==> src/rtl/la_control_pkg.sv <==
// Shared register map, FSM encoding and CTRL bits for the LA capture controller.
// Snapshot readback is controlled by LA_CTRL_SNAPSHOT_READ_EN.
package la_control_pkg;

  localparam logic [5:0] OFF_SEL    = 6'h00;
  localparam logic [5:0] OFF_CTRL   = 6'h04;
  localparam logic [5:0] OFF_MASK   = 6'h08;
  localparam logic [5:0] OFF_VALUE  = 6'h0C;
  localparam logic [5:0] OFF_POST   = 6'h10;
  localparam logic [5:0] OFF_STATUS = 6'h14;
  localparam logic [5:0] OFF_DATA0  = 6'h20;
  localparam logic [5:0] OFF_DATA1  = 6'h24;
  localparam logic [5:0] OFF_DATA2  = 6'h28;
  localparam logic [5:0] OFF_DATA3  = 6'h2C;

  localparam int CTRL_ARM     = 0;
  localparam int CTRL_FREEZE  = 1;
  localparam int CTRL_RELEASE = 2;

  typedef enum logic [1:0] {
    ST_IDLE   = 2'd0,
    ST_ARMED  = 2'd1,
    ST_POST   = 2'd2,
    ST_FROZEN = 2'd3
  } la_state_e;

  function automatic logic [31:0] byte_merge(
    input logic [31:0] old_v,
    input logic [31:0] new_v,
    input logic [3:0]  sel
  );
    logic [31:0] r;
    r = old_v;
    for (int b = 0; b < 4; b++)
      if (sel[b]) r[8*b +: 8] = new_v[8*b +: 8];
    return r;
  endfunction

endpackage

==> src/rtl/la_bank_mux.sv <==
// One 32-bit LA bank: picks the selected team's slice, zero when out of range.
// Snapshot readback is controlled by LA_CTRL_SNAPSHOT_READ_EN.
module la_bank_mux #(
  parameter int NUM_TEAMS = 1,
  parameter int BANK      = 0
) (
  input  logic [128*NUM_TEAMS-1:0] flat_i,
  input  logic [7:0]               sel_i,
  output logic [31:0]              bank_o
);

  always_comb begin
    bank_o = '0;
    for (int t = 1; t <= NUM_TEAMS; t++)
      if (sel_i == 8'(t))
        bank_o = flat_i[128*(t-1)+32*BANK +: 32];
  end

endmodule

==> src/rtl/la_capture_ctrl.sv <==
// Wishbone LA output selector with trigger/freeze capture sequencer.
// Define LA_CTRL_SNAPSHOT_READ_EN to expose la_data_out at DATA0..DATA3.
module la_capture_ctrl
  import la_control_pkg::*;
#(
  parameter int          NUM_TEAMS = 1,
  parameter logic [31:0] BASE_ADDR = 32'h3000_0000
) (
  input  logic                     clk,
  input  logic                     nrst,
  input  logic                     wbs_stb_i,
  input  logic                     wbs_cyc_i,
  input  logic                     wbs_we_i,
  input  logic [3:0]               wbs_sel_i,
  input  logic [31:0]              wbs_dat_i,
  input  logic [31:0]              wbs_adr_i,
  output logic                     wbs_ack_o,
  output logic [31:0]              wbs_dat_o,
  input  logic [128*NUM_TEAMS-1:0] designs_la_data_flat,
  output logic [127:0]             la_data_out,
  output logic                     la_frozen_o
);

  logic        ack_q, ack_d;
  logic [31:0] dat_q, dat_d;
  logic [31:0] sel_q, sel_d;
  logic [31:0] mask_q, mask_d;
  logic [31:0] value_q, value_d;
  logic [15:0] post_q, post_d;
  logic [15:0] cnt_q, cnt_d;
  logic [127:0] la_q, la_d;
  la_state_e   state_q, state_d;

  logic        hit, acc, wr;
  logic [5:0]  off;
  logic        ctrl_wr, arm, frz, rel, match;
  logic [31:0] rdata;
  logic [127:0] live;

  for (genvar i = 0; i < 4; i++) begin : g_bank
    la_bank_mux #(
      .NUM_TEAMS(NUM_TEAMS),
      .BANK     (i)
    ) u_bank (
      .flat_i(designs_la_data_flat),
      .sel_i (sel_q[8*i +: 8]),
      .bank_o(live[32*i +: 32])
    );
  end

  assign off = wbs_adr_i[5:0];
  assign hit = wbs_cyc_i & wbs_stb_i &
               (wbs_adr_i[31:6] == BASE_ADDR[31:6]);
  assign acc = hit & ~ack_q;
  assign wr  = acc & wbs_we_i;

  assign ctrl_wr = wr & (off == OFF_CTRL) & wbs_sel_i[0];
  assign arm = ctrl_wr & wbs_dat_i[CTRL_ARM];
  assign frz = ctrl_wr & wbs_dat_i[CTRL_FREEZE];
  assign rel = ctrl_wr & wbs_dat_i[CTRL_RELEASE];

  assign match = ((la_q[31:0] ^ value_q) & mask_q) == 32'h0;

  always_comb begin
    sel_d   = sel_q;
    mask_d  = mask_q;
    value_d = value_q;
    post_d  = post_q;
    if (wr) begin
      unique case (off)
        OFF_SEL:   sel_d   = byte_merge(sel_q, wbs_dat_i, wbs_sel_i);
        OFF_MASK:  mask_d  = byte_merge(mask_q, wbs_dat_i, wbs_sel_i);
        OFF_VALUE: value_d = byte_merge(value_q, wbs_dat_i, wbs_sel_i);
        OFF_POST:  post_d  = byte_merge({16'h0, post_q},
                                        wbs_dat_i, wbs_sel_i) >> 0;
        default: ;
      endcase
    end
  end

  // CTRL commands take priority over any trigger match in the same cycle
  always_comb begin
    state_d = state_q;
    cnt_d   = cnt_q;
    if (rel) begin
      state_d = ST_IDLE;
      cnt_d   = '0;
    end else if (frz) begin
      state_d = ST_FROZEN;
      cnt_d   = '0;
    end else if (arm) begin
      state_d = ST_ARMED;
      cnt_d   = '0;
    end else begin
      unique case (state_q)
        ST_ARMED: begin
          if (match) begin
            if (post_q == 16'h0) begin
              state_d = ST_FROZEN;
            end else begin
              state_d = ST_POST;
              cnt_d   = post_q;
            end
          end
        end
        ST_POST: begin
          cnt_d = cnt_q - 16'h1;
          if (cnt_q == 16'h1) state_d = ST_FROZEN;
        end
        default: ;
      endcase
    end
  end

  // Gate on the next state so the sample present at the freeze edge is held
  assign la_d = (state_d == ST_FROZEN) ? la_q : live;

  always_comb begin
    rdata = '0;
    unique case (off)
      OFF_SEL:    rdata = sel_q;
      OFF_MASK:   rdata = mask_q;
      OFF_VALUE:  rdata = value_q;
      OFF_POST:   rdata = {16'h0, post_q};
      OFF_STATUS: rdata = {cnt_q, 14'h0, state_q};
`ifdef LA_CTRL_SNAPSHOT_READ_EN
      OFF_DATA0:  rdata = la_q[31:0];
      OFF_DATA1:  rdata = la_q[63:32];
      OFF_DATA2:  rdata = la_q[95:64];
      OFF_DATA3:  rdata = la_q[127:96];
`endif
      default:    rdata = '0;
    endcase
  end

  assign ack_d = acc;
  assign dat_d = (acc & ~wbs_we_i) ? rdata : 32'h0;

  always_ff @(posedge clk or negedge nrst) begin
    if (!nrst) begin
      ack_q   <= 1'b0;
      dat_q   <= '0;
      sel_q   <= '0;
      mask_q  <= '0;
      value_q <= '0;
      post_q  <= '0;
      cnt_q   <= '0;
      la_q    <= '0;
      state_q <= ST_IDLE;
    end else begin
      ack_q   <= ack_d;
      dat_q   <= dat_d;
      sel_q   <= sel_d;
      mask_q  <= mask_d;
      value_q <= value_d;
      post_q  <= post_d;
      cnt_q   <= cnt_d;
      la_q    <= la_d;
      state_q <= state_d;
    end
  end

  assign wbs_ack_o   = ack_q;
  assign wbs_dat_o   = dat_q;
  assign la_data_out = la_q;
  assign la_frozen_o = (state_q == ST_FROZEN);

endmodule

==> config.mk <==
export PLATFORM = sky130hd
export DESIGN_NAME = la_capture_ctrl
export DESIGN_NICKNAME = d
export VERILOG_FILES = /design/src/rtl/la_control_pkg.sv /design/src/rtl/la_bank_mux.sv /design/src/rtl/la_capture_ctrl.sv
export SDC_FILE = /design/constraint.sdc
export NUM_CORES = 1
export LEC_CHECK = 0
export ABC_AREA = 0
export CAP_MARGIN = 20
export CORE_ASPECT_RATIO = 0.75
export CORE_MARGIN = 2
export CORE_UTILIZATION = 51
export DETAILED_ROUTE_END_ITERATION = 10
export GPL_ROUTABILITY_DRIVEN = 0
export GPL_TIMING_DRIVEN = 0
export PLACE_DENSITY = 0.81
export SLEW_MARGIN = 20
export SYNTH_ARGS = -nofsm -noshare
export SYNTH_HDL_FRONTEND = slang
export SYNTH_HIERARCHICAL = 1
export SYNTH_SLANG_ARGS = --single-unit
==> constraint.sdc <==
create_clock -name clk -period 2.9 [get_ports clk]
set_input_delay 0.29 -clock clk [delete_from_list [all_inputs] [get_ports clk]]
set_output_delay 0.29 -clock clk [all_outputs]
set_load 0.02 [all_outputs]
==> results.toml, run 1 <==
[die]
die_w_um = 205
die_y_um = 155
fp.coreArea_um2 = 30000
pin_count = 363
fp.dieArea_um2 = 31800
rows = 55
initial_core_util_pct = 51.7

[min_path]
min_path_type = "input pin to asynchronous set/reset pin"

[sta]
setup_viol_count_final = 0
worstMarginPinSlew_ns = 0.870
fin_skew_ns = 0.0156
finalHoldViolCount = 0
relSlewSlack_pct = 42.0
period_needed_ns = 2.88
fin_crit_sh_pct = 99.5
fmax_ghz = 0.347
grt_setup_unrepaired = "true"
finalMaxSlewViolations = 0

[clocking]
cts_tree = "done"
cts-root-buf = "clkbuf_16"
path_clk_slew_ns = 0.06
numCtsBuffers = 30
clock-sinks = 291
worstSkewPairLatency_ns = 0.57
h-tree-depth = 1
cts.path.max_buffers = 3

[drt]
wire_per_inst_um = 22.0
firstDrtPassIters = 5
vias = 11600
postRouteAntennaNets = 0
drcViolationCount = 0
wl_um = 45500
drt_iter0_markers = 887
vias_per_cell = 5.59

[outcome]
status = "completed"

[finish]
final_nets = 1854
area_delta_synth_final_pct = 34.3
design_area_um2 = 20800
fillers = 2156
final_layout_size_suffix_gt1_share_pct = 29.1
fin_cells = 2070

[synthesis]
syn-num-nets = 1453
synthArstFlopShare_pct = 100
ys_warn_count = 6
yosysSeqAreaShare_pct = 47.0
synth.distinct_cells = 59
synthCells = 1246
synth_seq_cells = 291
ys.flop_type = "dfrtp_1"
syn_area_per_cell_um2 = 12.4
synth_edf_count = 0
syn_area_um2 = 15500

[worst_setup_path]
crit_slowest_cell = "dfrtp_2"
critPathLaunchType = "flop"
critPathBufInv = 4
reg2reg_to = "la_data_out[16]"
critical_path_class = "flop to flop"
arrival_ns = 3.32
crit_path_max_incr_delay_ns = 0.47
crit_fanout = 10
reg2reg_depth = 10
crit_path_end_kind = "flop"
critPathTopFamily = "compound AO/OA/AOI/OAI gates"
cp_cell_sequence = "inv_1 > ha_2 > inv_1 > and3_1 > a41oi_2 > o22ai_2 > o21ai_4 > buf_12 > buf_12 > mux2_1"
ff2ff_setup_slack_ns = 0.02
crit_required_ns = 3.33
reg2reg_from = "state_q[0]"

[grt]
grt_usage_pct = 28.5
grt_pass1_wl_um = 69800
antenna_found_initial = 1
grt_max_degree = 96
overflow = 0
grt_pass1_vias = 11900

[flow_run]
cap_violations = 0

[placed_design]
port-buffer-count = 360
hpwl_um = 34500
placed_cells = 2008
post_dp_cell_area_um2 = 19700

[power]
irDropWorstVdd_uv = 790
p_leak_nw = 9.60
powerDensity_nw_per_um2 = 994
-- cell usage after synthesis, drive strengths merged (22+ instances only) --
master / count / area (um2)
nand2: 25 / 93.8
clkbuf: 29 / 109
dfrtp: 291 / 7280
a22o: 32 / 280
xor2: 32 / 280
a22oi: 46 / 345
buf: 48 / 647
inv: 141 / 529
nor3: 139 / 1310
a21oi: 22 / 110
nor2: 66 / 248
mux2: 272 / 3400
-- per-layer routing --
layer / share of wire (%) / GRT usage, %
met4: 2.5 / 6.65
met2: 44 / 43.3
met5: 0 / 0
met1: 44 / 40.0
met3: 9.5 / 8.71
-- registers in the layout, indices dropped and copies added (netlist names) --
name and count:
cnt_q 16, la_data_out 128, mask_q 32, post_q 16
sel_q 32, state_q 2, value_q 32, wbs_ack_o 1
wbs_dat_o 32
-- through the flow --
step           hold slack [ns]  setup TNS [ns]  worst slack (ns)  power (mW)  util, %
6_report                 0.247               0            0.0151        20.7     69.4
5_1_grt                  0.275           -2.67            -0.137        21.6     69.4
3_3_place_gp             0.468        -3302.79            -11.16        16.4     65.3
4_1_cts                  0.259               0            0.0109        20.8     69.3
2_1_floorplan         -0.00559               0             0.331        13.1        -
3_5_place_dp             0.250          -72.95            -0.451        16.7     65.6
-- power by group --
| group | internal (mW) | total (mW) | switching (mW) | leakage, nW |
|---|---|---|---|---|
| registers | 5.15 | 5.90 | 0.745 | 3.70 |
| logic | 6.14 | 10.7 | 4.59 | 5.39 |
| clock network | 2.45 | 4.06 | 1.61 | 0.509 |
| total | 13.7 | 20.7 | 6.95 | 9.60 |
-- repair_timing --
item,in CTS,in global routing
setup buffers,2,3
hold buffers,1,0
pin swaps,2,2
endpoints found under the setup margin,143,91
hold endpoints to repair,59,0
gates resized for setup,6,3
-- logic make-up (layout without fill, tap and decap cells) --
family	after synthesis	after routing	share of synthesized area (%)
DFF	291	291	47.0
and+or+nand+nor	284	284	13.2
muxes	276	276	22.2
buffers and inverters	218	642	8.29
AOI/OAI and AO/OA	139	139	6.95
xor gates and xnor gates	32	32	1.81
adders and majority gates	6	6	0.484
other	0	1	0
-- final cells by class --
cell class                      count  area (um2)  area share [%]
Sequential cell                   291        7280            35.0
Multi-Input combinational cell    737        6970            33.5
Timing Repair Buffer              369        3740            18.0
Clock buffer                       50         937            4.50
Buffer                             77         756            3.63
Inverter                          141         529            2.54
Tap cell                          399         499            2.40
Clock inverter                      5         100           0.481
Antenna cell                        1        2.50          0.0120
-- cell usage in the layout (no fill, tap or decap), types with 7 or more instances in the layout --
cell,n
mux2_1,29
nand4_1,9
nor2_1,65
clkdlybuf4s50_1,359
nor3_1,16
buf_12,22
dfrtp_1,290
nand2_1,25
a22o_1,32
clkbuf_8,9
inv_1,141
nor3_2,123
buf_6,7
mux2_2,152
clkbuf_16,31
mux2_4,91
buf_4,17
clkbuf_1,39
xor2_1,32
a22oi_1,44
nor4_1,11
a21oi_1,22
-- how the worst max path moves through the flow --
| stage | from | slack, ns | depth (start not counted) | end |
|---|---|---|---|---|
| after floorplan | la_data_out[26] | 0.33 | 9 | la_data_out[106] |
| after global placement | nrst | -11.16 | 1 | la_data_out[112] |
| after detailed placement | wbs_adr_i[24] | -0.45 | 7 | value_q[7] |
| after CTS | wbs_ack_o | 0.01 | 6 | value_q[3] |
| after global routing | wbs_ack_o | -0.14 | 6 | sel_q[1] |
| final | state_q[0] | 0.02 | 10 | la_data_out[16] |
Note: power is estimated with default switching activity, not from simulation.
==> run 2: changes to the inputs <==
- CTS_CLUSTER_SIZE: unset -> 24
==> results of run 2 <==
The final DEF is identical to that of run 1; final timing and power are the same.
